### config.mk
export PLATFORM = sky130hd
export DESIGN_NAME = d_write_buffer
export DESIGN_NICKNAME = d
export VERILOG_FILES = /design/src/rtl/d_write_buffer.sv
export SDC_FILE = /design/constraint.sdc
export NUM_CORES = 1
export LEC_CHECK = 0
export ABC_CLOCK_PERIOD_IN_PS = 3100
export CORE_MARGIN = 5
export CORE_UTILIZATION = 49
export CTS_CLUSTER_DIAMETER = 150
export DETAILED_ROUTE_END_ITERATION = 12
export HOLD_SLACK_MARGIN = 0.03
export PLACE_DENSITY = 0.81
export SLEW_MARGIN = 20
export SYNTH_ARGS = -nofsm -noshare
export SYNTH_HDL_FRONTEND = slang
export SYNTH_SLANG_ARGS = --single-unit
### constraint.sdc
create_clock -name clk -period 3.1 [get_ports clk]
set_input_delay 0.62 -clock clk [delete_from_list [all_inputs] [get_ports clk]]
set_output_delay 0.62 -clock clk [all_outputs]
set_load 0.05 [all_outputs]
### src/rtl/d_write_buffer.sv
// Write-through store buffer between the data cache and the memory bus.
// Stores are acknowledged into a small FIFO and drained one at a time; reads wait until the FIFO is empty.
module d_write_buffer #(
  parameter int A_WIDTH    = 32,
  parameter int DEPTH_LOG2 = 2
) (
  input  logic               clk,
  input  logic               clrn,
  input  logic [A_WIDTH-1:0] c_a,
  input  logic [31:0]        c_din,
  input  logic [3:0]         c_wen,
  input  logic               c_strobe,
  input  logic               c_rw,
  output logic [31:0]        c_dout,
  output logic               c_ready,
  output logic [A_WIDTH-1:0] mem_a,
  output logic [31:0]        mem_wdata,
  output logic [3:0]         mem_wen,
  output logic               mem_strobe,
  output logic               mem_rw,
  input  logic [31:0]        mem_rdata,
  input  logic               mem_ready,
  output logic               buf_empty
);

  localparam int DEPTH = 1 << DEPTH_LOG2;
  localparam logic [DEPTH_LOG2:0] DEPTH_CNT = {1'b1, {DEPTH_LOG2{1'b0}}};

  typedef enum logic [1:0] {IDLE, WRITE, READ} state_t;

  state_t state, state_next;

  logic [A_WIDTH-1:0]    fifo_a [DEPTH];
  logic [31:0]           fifo_d [DEPTH];
  logic [3:0]            fifo_w [DEPTH];
  logic [DEPTH_LOG2-1:0] head, tail;
  logic [DEPTH_LOG2:0]   count;
  logic                  full, push, pop;
  logic                  load_wr, load_rd, done;

  // full comes from the registered count, so a same-cycle pop never frees a slot for a push
  assign full      = (count == DEPTH_CNT);
  assign push      = c_strobe & c_rw & ~full;
  assign pop       = (state == WRITE) & mem_ready;
  assign c_ready   = push | ((state == READ) & mem_ready);
  assign c_dout    = ((state == READ) & mem_ready) ? mem_rdata : 32'h0;
  assign buf_empty = (count == '0) & (state != WRITE);

  always_comb begin
    state_next = state;
    load_wr    = 1'b0;
    load_rd    = 1'b0;
    done       = 1'b0;
    unique case (state)
      IDLE: begin
        if (count != '0) begin
          load_wr    = 1'b1;
          state_next = WRITE;
        end else if (c_strobe & ~c_rw) begin
          load_rd    = 1'b1;
          state_next = READ;
        end
      end
      WRITE, READ: begin
        if (mem_ready) begin
          done       = 1'b1;
          state_next = IDLE;
        end
      end
      default: state_next = IDLE;
    endcase
  end

  always_ff @(posedge clk or negedge clrn) begin
    if (!clrn) begin
      state      <= IDLE;
      mem_a      <= '0;
      mem_wdata  <= '0;
      mem_wen    <= '0;
      mem_strobe <= 1'b0;
      mem_rw     <= 1'b0;
    end else begin
      state <= state_next;
      if (load_wr) begin
        mem_a      <= fifo_a[head];
        mem_wdata  <= fifo_d[head];
        mem_wen    <= fifo_w[head];
        mem_rw     <= 1'b1;
        mem_strobe <= 1'b1;
      end else if (load_rd) begin
        mem_a      <= c_a;
        mem_wen    <= 4'b0000;
        mem_rw     <= 1'b0;
        mem_strobe <= 1'b1;
      end else if (done) begin
        mem_strobe <= 1'b0;
      end
    end
  end

  always_ff @(posedge clk or negedge clrn) begin
    if (!clrn) begin
      head  <= '0;
      tail  <= '0;
      count <= '0;
    end else begin
      if (push) tail <= tail + 1'b1;
      if (pop)  head <= head + 1'b1;
      unique case ({push, pop})
        2'b10:   count <= count + 1'b1;
        2'b01:   count <= count - 1'b1;
        default: count <= count;
      endcase
    end
  end

  always_ff @(posedge clk) begin
    if (push) begin
      fifo_a[tail] <= c_a;
      fifo_d[tail] <= c_din;
      fifo_w[tail] <= c_wen;
    end
  end

endmodule

* After elaboration in Yosys (flattened, before gate mapping)
Memories as Yosys holds them, arrays and structs flattened. A register that Yosys moved wholly into a read port is not among the register bits.
Index checks and enable logic that the tools add are counted.
Widths: inputs -> output; s select.
** Word-level totals
- Bits in registers :: 47
- Bits of input ports :: 105
- Output and inout port bits :: 104
- Memories kept :: 3
- Bits in writable memories :: 272
- Logic and storage cells :: 65
** Operators by class
- Reduce and logical (&&, ||, !) cells :: 9
- Muxes and demuxes :: 24
- Equality and inequality tests :: 8
- Add/subtract/negate cells :: 4
- Bitwise logic cells :: 9
** Memory list
- fifo_a :: depth 4, bits a word 32, read ports 1, clocked after Yosys merged registers in 0, write ports 1, line 33 : logic [A_WIDTH-1:0] fifo_a [DEPTH];
- fifo_d :: depth 4, bits a word 32, read ports 1, clocked after Yosys merged registers in 1, write ports 1, line 34 : logic [31:0] fifo_d [DEPTH];
- fifo_w :: depth 4, bits a word 4, read ports 1, clocked after Yosys merged registers in 0, write ports 1, line 35 : logic [3:0] fifo_w [DEPTH];
** Operators by type and width (count)
- $mux 32 :: 3
- $mux 1 :: 14
- $mux 4 :: 2
- $and 1x1->1 :: 6
- $mux 2 :: 3
- $pmux 3 s2 :: 1
- $reduce_bool 3->1 :: 2
- $add 2x1->2 const B :: 2
- $eq 2x1->1 const B :: 2
- $eq 2x2->1 const B :: 2
- $pmux 2 s2 :: 1
- $reduce_bool 2->1 :: 2
- $add 3x1->3 const B :: 1
- $eq 3x3->1 const B :: 1
- $logic_not 3->1 :: 1
- $ne 3x3->1 const B :: 1
- $sub 3x1->3 const B :: 1
- $logic_not 2->1 :: 1
- $ne 2x1->1 const B :: 1
- $ne 2x2->1 const B :: 1
- $not 1->1 :: 2
- $reduce_and 2->1 :: 1
- $reduce_or 2->1 :: 1
- $logic_not 1->1 :: 1
- $or 1x1->1 :: 1

* Depth between registers and ports, before layout
Gate-level depths: netlist of run 1.
- Depth after elaboration :: 7
- Mapped depth :: 9
- Gate-level depth less buffers :: 9

* Least setup slack after synthesis of run 1
No wires, ideal clock.
- Path type :: input port to flip-flop
- Start :: input c_rw
- End :: memory fifo_a[2][0] (enable)
- Cell stages on the path :: 3
- Setup time :: 433 ps
- Data required time :: 2667 ps
- Buffers on the path :: 0
- Data arrival time :: 2640 ps
- Setup slack :: 27 ps
- Path through :: nand2_1 a21oi_1 and2_1
** Between the ends
- Cells in the longest elaborated chain, start to end :: 4
** Ends and longest elaborated chain
- from (decl) :: line 13 : input logic c_rw,
- $and 1x1->1 (2 in a row) :: line 43 : assign push = c_strobe & c_rw & ~full;
- $mux 1 :: line 118 : if (push) begin
- $mux 1 (not written as such) :: line 119 : fifo_a[tail] <= c_a;
- to (decl) :: line 33
Every way passes these cells.

* Worst setup path after layout of run 1
- Start :: register state[0]
- End :: output c_dout[31]
** Between the ends
- Cells in the longest elaborated chain, start to end :: 3
** Ends and longest elaborated chain
- from (decl) :: line 31 : state_t state, state_next;
- from (signal assigned) :: line 83 : state <= state_next;
- $eq 2x2->1 :: line 46 : assign c_dout = ((state == READ) & mem_ready) ? mem_rdata : 32'h0;
- $and 1x1->1 :: line 46
- $mux 32 :: line 46
- to (decl) :: line 14 : output logic [31:0] c_dout,
Every way passes these cells.

==> results.json, run 1 <==
{
  "syn_inst": 716,
  "diodes": 0,
  "place_congestion": 0.729,
  "slowest_stage": "ha_1",
  "switchingPower_mw": 6.22,
  "slew_viol_final": 0,
  "fmaxAchievable_mhz": 345,
  "p_sw_share_pct": 35.0,
  "r2r_cells": 3,
  "drc": 0,
  "worstSetupPathDepth": 4,
  "die_w_um": 176,
  "clkSinkCount": 351,
  "reg2reg_to": "mem_a[23]",
  "clock_skew_ns": 0.0148,
  "syn_nets": 830,
  "yosysTopAreaCellShare_pct": 60.2,
  "post-route-min-period_ns": 2.90,
  "syn_area_um2": 13600,
  "p_int_mw": 11.6,
  "clkPwrFrac_pct": 25.2,
  "place_hpwl_um": 18700,
  "cap_violations": 0,
  "r2r-start": "count[1]",
  "viasPerCell": 5.48,
  "fin_cells": 1349,
  "placedCellCount": 1283,
  "synth_top_cells_by_count": "edfxtp_1, dfrtp_1, mux4_2",
  "synth-edff-count": 272,
  "core_um2": 27600,
  "synth_cell_types": 32,
  "fin_crit_sh_pct": 93.4,
  "cts_made_buffers": 36,
  "cts_hold_repair.buffers": 0,
  "ios": 209,
  "path_buf_inv": 2,
  "clock_path_buffers": 3,
  "drtAntennaViolNets": 0,
  "h-tree-depth": 2,
  "setup-violations-final": 0,
  "die_h_um": 176,
  "crit_family": "adder cells",
  "finalSetupTns_ns": 0,
  "critPathRequiredTime_ns": 2.48,
  "finalHoldViolCount": 0,
  "avgSynthCellArea_um2": 19.0,
  "clk-insertion-delay-late_ns": 0.51,
  "grt_pass1_wl_um": 45100,
  "grt_max_degree": 47,
  "routed_wl_um": 29100,
  "critPathCaptureType": "primary output",
  "first_iter_violations": 634,
  "grt.overflow.total": 0,
  "startpoint_type": "register",
  "finalCoreUtilization_pct": 64.8,
  "cts_resized": 0,
  "drive_above_1_share_pct": 23.1,
  "grt_setup_unrepaired": "false",
  "portBuffers": 208,
  "grt_antenna_before_repair": 0,
  "worst_slew_pin_slew_ns": 1.11,
  "hold_path.class": "in -> async",
  "pwr-share-seq_pct": 37.4,
  "regArea_um2": 10200,
  "crit_end": "c_dout[31]",
  "clk_pin_slew_ns": 0.06,
  "yosys_most_used_dff": "edfxtp_1",
  "multi_input_area_um2": 3070,
  "outcome": "finished clean",
  "startpoint": "state[0]",
  "dr.pass1.iters": 5,
  "yosysWarningCount": 0,
  "synth_seq_cells": 351,
  "grt_pass1_vias": 7650,
  "root_buffer": "clkbuf_16",
  "slew_headroom_pct": 25.9,
  "power_density_nw_per_um2": 997,
  "die_area_um2": 31100,
  "async_flop_share_pct": 22.5,
  "vias": 7394,
  "synth_top_cell_by_area": "edfxtp_1",
  "cts_setup_buffers": 0,
  "cp_max_fo": 33,
  "synth_seq_area_share_pct": 74.7,
  "arrival_ns": 2.28,
  "start_util_pct": 49.3,
  "yosysMostFrequentCell": "edfxtp_1",
  "p_leak_nw": 6.39,
  "reg2reg_slack_ns": 0.90,
  "combPwrFrac_pct": 37.4,
  "wl_per_cell_um": 21.6,
  "core.rowCount": 61,
  "grt_usage_pct": 18.8,
  "syn_to_final_growth_pct": 31.4,
  "fillers": 1858,
  "cp_slowest_stage_delay_ns": 0.75,
  "crit_chain": "inv_1 -> ha_1 -> and3_1 -> buf_12",
  "nets": 1057,
  "synth.area.top_cells": "edfxtp_1, dfrtp_1, mux4_2",
  "ir_drop_mv": 0.695,
  "crit_type": "reg -> out",
  "cts_tree": "done"
}
[registers in the layout, indices dropped and copies added, names as in the netlist]
register / cells
head: 2
tail: 2
mem_wdata: 32
fifo_d: 128
count: 3
mem_a: 32
fifo_a: 128
fifo_w: 16
state: 2
mem_strobe: 1
mem_wen: 4
mem_rw: 1
[per-layer routing]
| layer | vias to the layer above | track usage, % | part of all wire [%] |
|---|---|---|---|
| met3 | 48 | 5.20 | 8.6 |
| met2 | 290 | 30.0 | 50 |
| met5 | - | 0 | 0 |
| met1 | 3789 | 26.2 | 40 |
| li1 | 3267 | - | - |
| met4 | 0 | 4.51 | 1.8 |
[cell usage in the layout, fill, tap and decap left out, types with 3 or more instances in the layout]
master	netlist	routed
bufinv_16	0	6
a22o_1	4	4
and3_1	32	32
and2_4	0	4
clkinv_1	1	7
clkbuf_16	0	38
inv_1	41	41
ha_1	8	8
edfxtp_1	272	272
clkinv_4	0	3
mux4_2	68	68
buf_12	0	45
mux2_2	33	33
clkinv_2	0	7
a21oi_1	4	4
nor4_1	32	32
clkbuf_1	17	4
dfrtp_1	79	77
buf_4	8	14
clkdlybuf4s50_1	0	173
nand2_1	9	9
xnor2_1	4	4
nor2_1	35	35
a211oi_1	32	32
[through the flow]
stage	instance area (um2)	hold WS (ns)	total power, mW	setup slack [ns]
floorplan	13600	0.324	11.2	0.0270
global placement	16600	0.488	13.3	0.632
detailed placement	16600	0.491	13.4	0.589
CTS	17800	0.160	18.0	0.208
global route	17800	0.188	18.6	0.0791
finish	17800	0.153	17.8	0.204
[layout make-up]
cell class | count | share of cell area (%)
clock inverters | 24 | 1.61
well taps | 378 | 2.65
flip-flops and latches | 351 | 56.9
multi-input cells | 280 | 17.2
inverters | 42 | 0.884
clock buffers | 42 | 5.41
repair buffers | 232 | 15.3
[worst min path at each step]
stage                     slack, ns     startpoint             to
after CTS                      0.16           clrn     mem_wen[1]
final                          0.15           clrn      mem_a[31]
after global routing           0.19           clrn      mem_a[31]
after floorplan                0.32           clrn       count[0]
after detailed placement       0.49  mem_wdata[25]  mem_wdata[25]
after global placement         0.49  mem_wdata[15]  mem_wdata[15]
[cells by family (layout without fill, tap and decap cells)]
group           count (synthesis)  after routing  synth area share (%)
flops                         351            351                  74.7
fa+ha+maj                       9              9                 0.885
simple gates                  118            118                  4.62
compound gates                 46             46                  2.52
xor+xnor                        6              6                 0.387
buf+inv                        85            340                  2.86
mux                           101            101                  14.0
[power by group through the flow]
| stage | Combinational, mW | Clock [mW] | Sequential (mW) |
|---|---|---|---|
| CTS | 6.74 | 4.59 | 6.67 |
| global placement | 6.62 | 0 | 6.70 |
| floorplan | 3.17 | 0 | 8.06 |
| finish | 6.65 | 4.49 | 6.64 |
| global route | 7.04 | 4.82 | 6.78 |
| detailed placement | 6.70 | 0 | 6.74 |
Power figures use the tool's default switching activity.
==> run 2: changes to the inputs <==
Settings changed: MAX_ROUTING_LAYER from default to met4.
==> run 2 against run 1 <==
Net effect:
- global-route usage increased by 0.57 points
- fmax increased by 0.14%
- total power about the same
- clock skew increased by 0.0010 ns
- routed wire length increased by 0.29%
- count of clock-buffer cells in the layout unchanged
- non-clock buffer count unchanged
- first-iteration DRC count increased by 0.63%
- die area unchanged
- highest routed layer unchanged
==> results.json, run 2 (synthesis gave the netlist of run 1 again) <==
{
  "outcome": "finished clean",
  "place_hpwl_um": 18700,
  "fin_crit_sh_pct": 93.3,
  "fin_cells": 1349,
  "slew_viol_final": 0,
  "slowest_stage": "ha_1",
  "setup-violations-final": 0,
  "viasPerCell": 5.48,
  "pwr-share-seq_pct": 37.4,
  "crit_chain": "inv_1 -> ha_1 -> and3_1 -> buf_12",
  "hold_path.class": "in -> async",
  "arrival_ns": 2.27,
  "final_cell_mix": "edfxtp_1, clkdlybuf4s50_1, dfrtp_1, mux4_2, buf_12",
  "clkPwrFrac_pct": 25.2,
  "core_um2": 27600,
  "clock_path_buffers": 3,
  "cts_hold_repair.buffers": 0,
  "die_h_um": 176,
  "power_density_nw_per_um2": 997,
  "grt_max_degree": 47,
  "finalCoreUtilization_pct": 64.8,
  "pre_cts_slack_ns": 0.589,
  "cts_tree": "done",
  "first_iter_violations": 638,
  "nets": 1057,
  "cp_max_fo": 33,
  "fin_hold_ws_ns": 0.153,
  "start_util_pct": 49.3,
  "path_buf_inv": 2,
  "switchingPower_mw": 6.22,
  "drc": 0,
  "drive_above_1_share_pct": 23.1,
  "die_area_um2": 31100,
  "routed_wl_um": 29200,
  "p_leak_nw": 6.39,
  "cap_violations": 0,
  "finalPower_mw": 17.8,
  "p_int_mw": 11.6,
  "cts_resized": 0,
  "grt_pass1_wl_um": 45200,
  "r2r_cells": 3,
  "placedCellCount": 1283,
  "combPwrFrac_pct": 37.4,
  "final.setup.worst_slack_ns": 0.208,
  "grt_usage_pct": 19.4,
  "final_common_cell": "edfxtp_1",
  "diodes": 0,
  "r2r-start": "count[0]",
  "clk-insertion-delay-late_ns": 0.51,
  "core.rowCount": 61,
  "worst_slew_pin_slew_ns": 1.13,
  "startpoint_type": "register",
  "cp_slowest_stage_delay_ns": 0.75,
  "wl_per_cell_um": 21.7,
  "reg.largest.list": "fifo_a x128, fifo_d x128",
  "p_sw_share_pct": 35.0,
  "crit_type": "reg -> out",
  "post-route-min-period_ns": 2.89,
  "grt_setup_unrepaired": "false",
  "h-tree-depth": 2,
  "reg2reg_to": "mem_a[23]",
  "ir_drop_mv": 0.697,
  "clock_skew_ns": 0.0158,
  "slew_headroom_pct": 24.4,
  "portBuffers": 208,
  "finalHoldViolCount": 0,
  "crit_family": "adder cells",
  "place_congestion": 0.737,
  "grt.overflow.total": 0,
  "final_cell_area_um2": 17800,
  "clkSinkCount": 351,
  "die_w_um": 176,
  "finalSetupTns_ns": 0,
  "fmaxAchievable_mhz": 346,
  "reg2reg_slack_ns": 0.88,
  "grt_pass1_vias": 7637,
  "drtAntennaViolNets": 0,
  "root_buffer": "clkbuf_16",
  "critPathRequiredTime_ns": 2.48,
  "clk_pin_slew_ns": 0.06,
  "grt_antenna_before_repair": 0,
  "dr.pass1.iters": 5,
  "vias": 7391,
  "ios": 209,
  "syn_to_final_growth_pct": 31.4,
  "placed_cell_area_um2": 16600,
  "critPathCaptureType": "primary output",
  "cts_made_buffers": 36,
  "fillers": 1858,
  "cts_setup_buffers": 0
}
-- run 2: cell counts in the layout (fill, tap and decap cells not counted) --
Identical to the previous run, type by type.
-- run 2: area by class of cell --
type	instances	area, um2	area share [%]
sequential	351	10200	56.9
multi-input combinational	280	3070	17.2
timing repair buffer	232	2740	15.3
clock buffer	42	966	5.41
tap	378	473	2.65
clock inverter	24	288	1.61
inverter	42	158	0.884
-- run 2: power by group through the flow --
stage,combinational (mW),sequential [mW],clock [mW]
3_5_place_dp,6.70,6.74,0
3_3_place_gp,6.62,6.70,0
5_1_grt,7.04,6.78,4.82
6_report,6.66,6.65,4.49
2_1_floorplan,3.17,8.06,0
4_1_cts,6.74,6.67,4.59
-- run 2: how the worst max path moves through the flow --
stage                               to  slack, ns  depth (start not counted)      from
after CTS                   c_dout[31]       0.21                          4  state[0]
after global routing           c_ready       0.08                          5  state[0]
after floorplan           fifo_a[2][0]       0.03                          3      c_rw
after detailed placement     mem_a[13]       0.59                          4  c_strobe
after global placement       mem_a[19]       0.63                          4  c_strobe
final                       c_dout[31]       0.21                          4  state[0]
-- run 2: routing by layer --
| layer | vias up | GRT usage [%] | share of wire (%) |
|---|---|---|---|
| li1 | 3270 | - | - |
| met1 | 3802 | 26.3 | 41 |
| met2 | 271 | 30.2 | 50 |
| met3 | 48 | 4.93 | 7.6 |
| met4 | 0 | 4.51 | 1.8 |
| met5 | - | - | 0 |
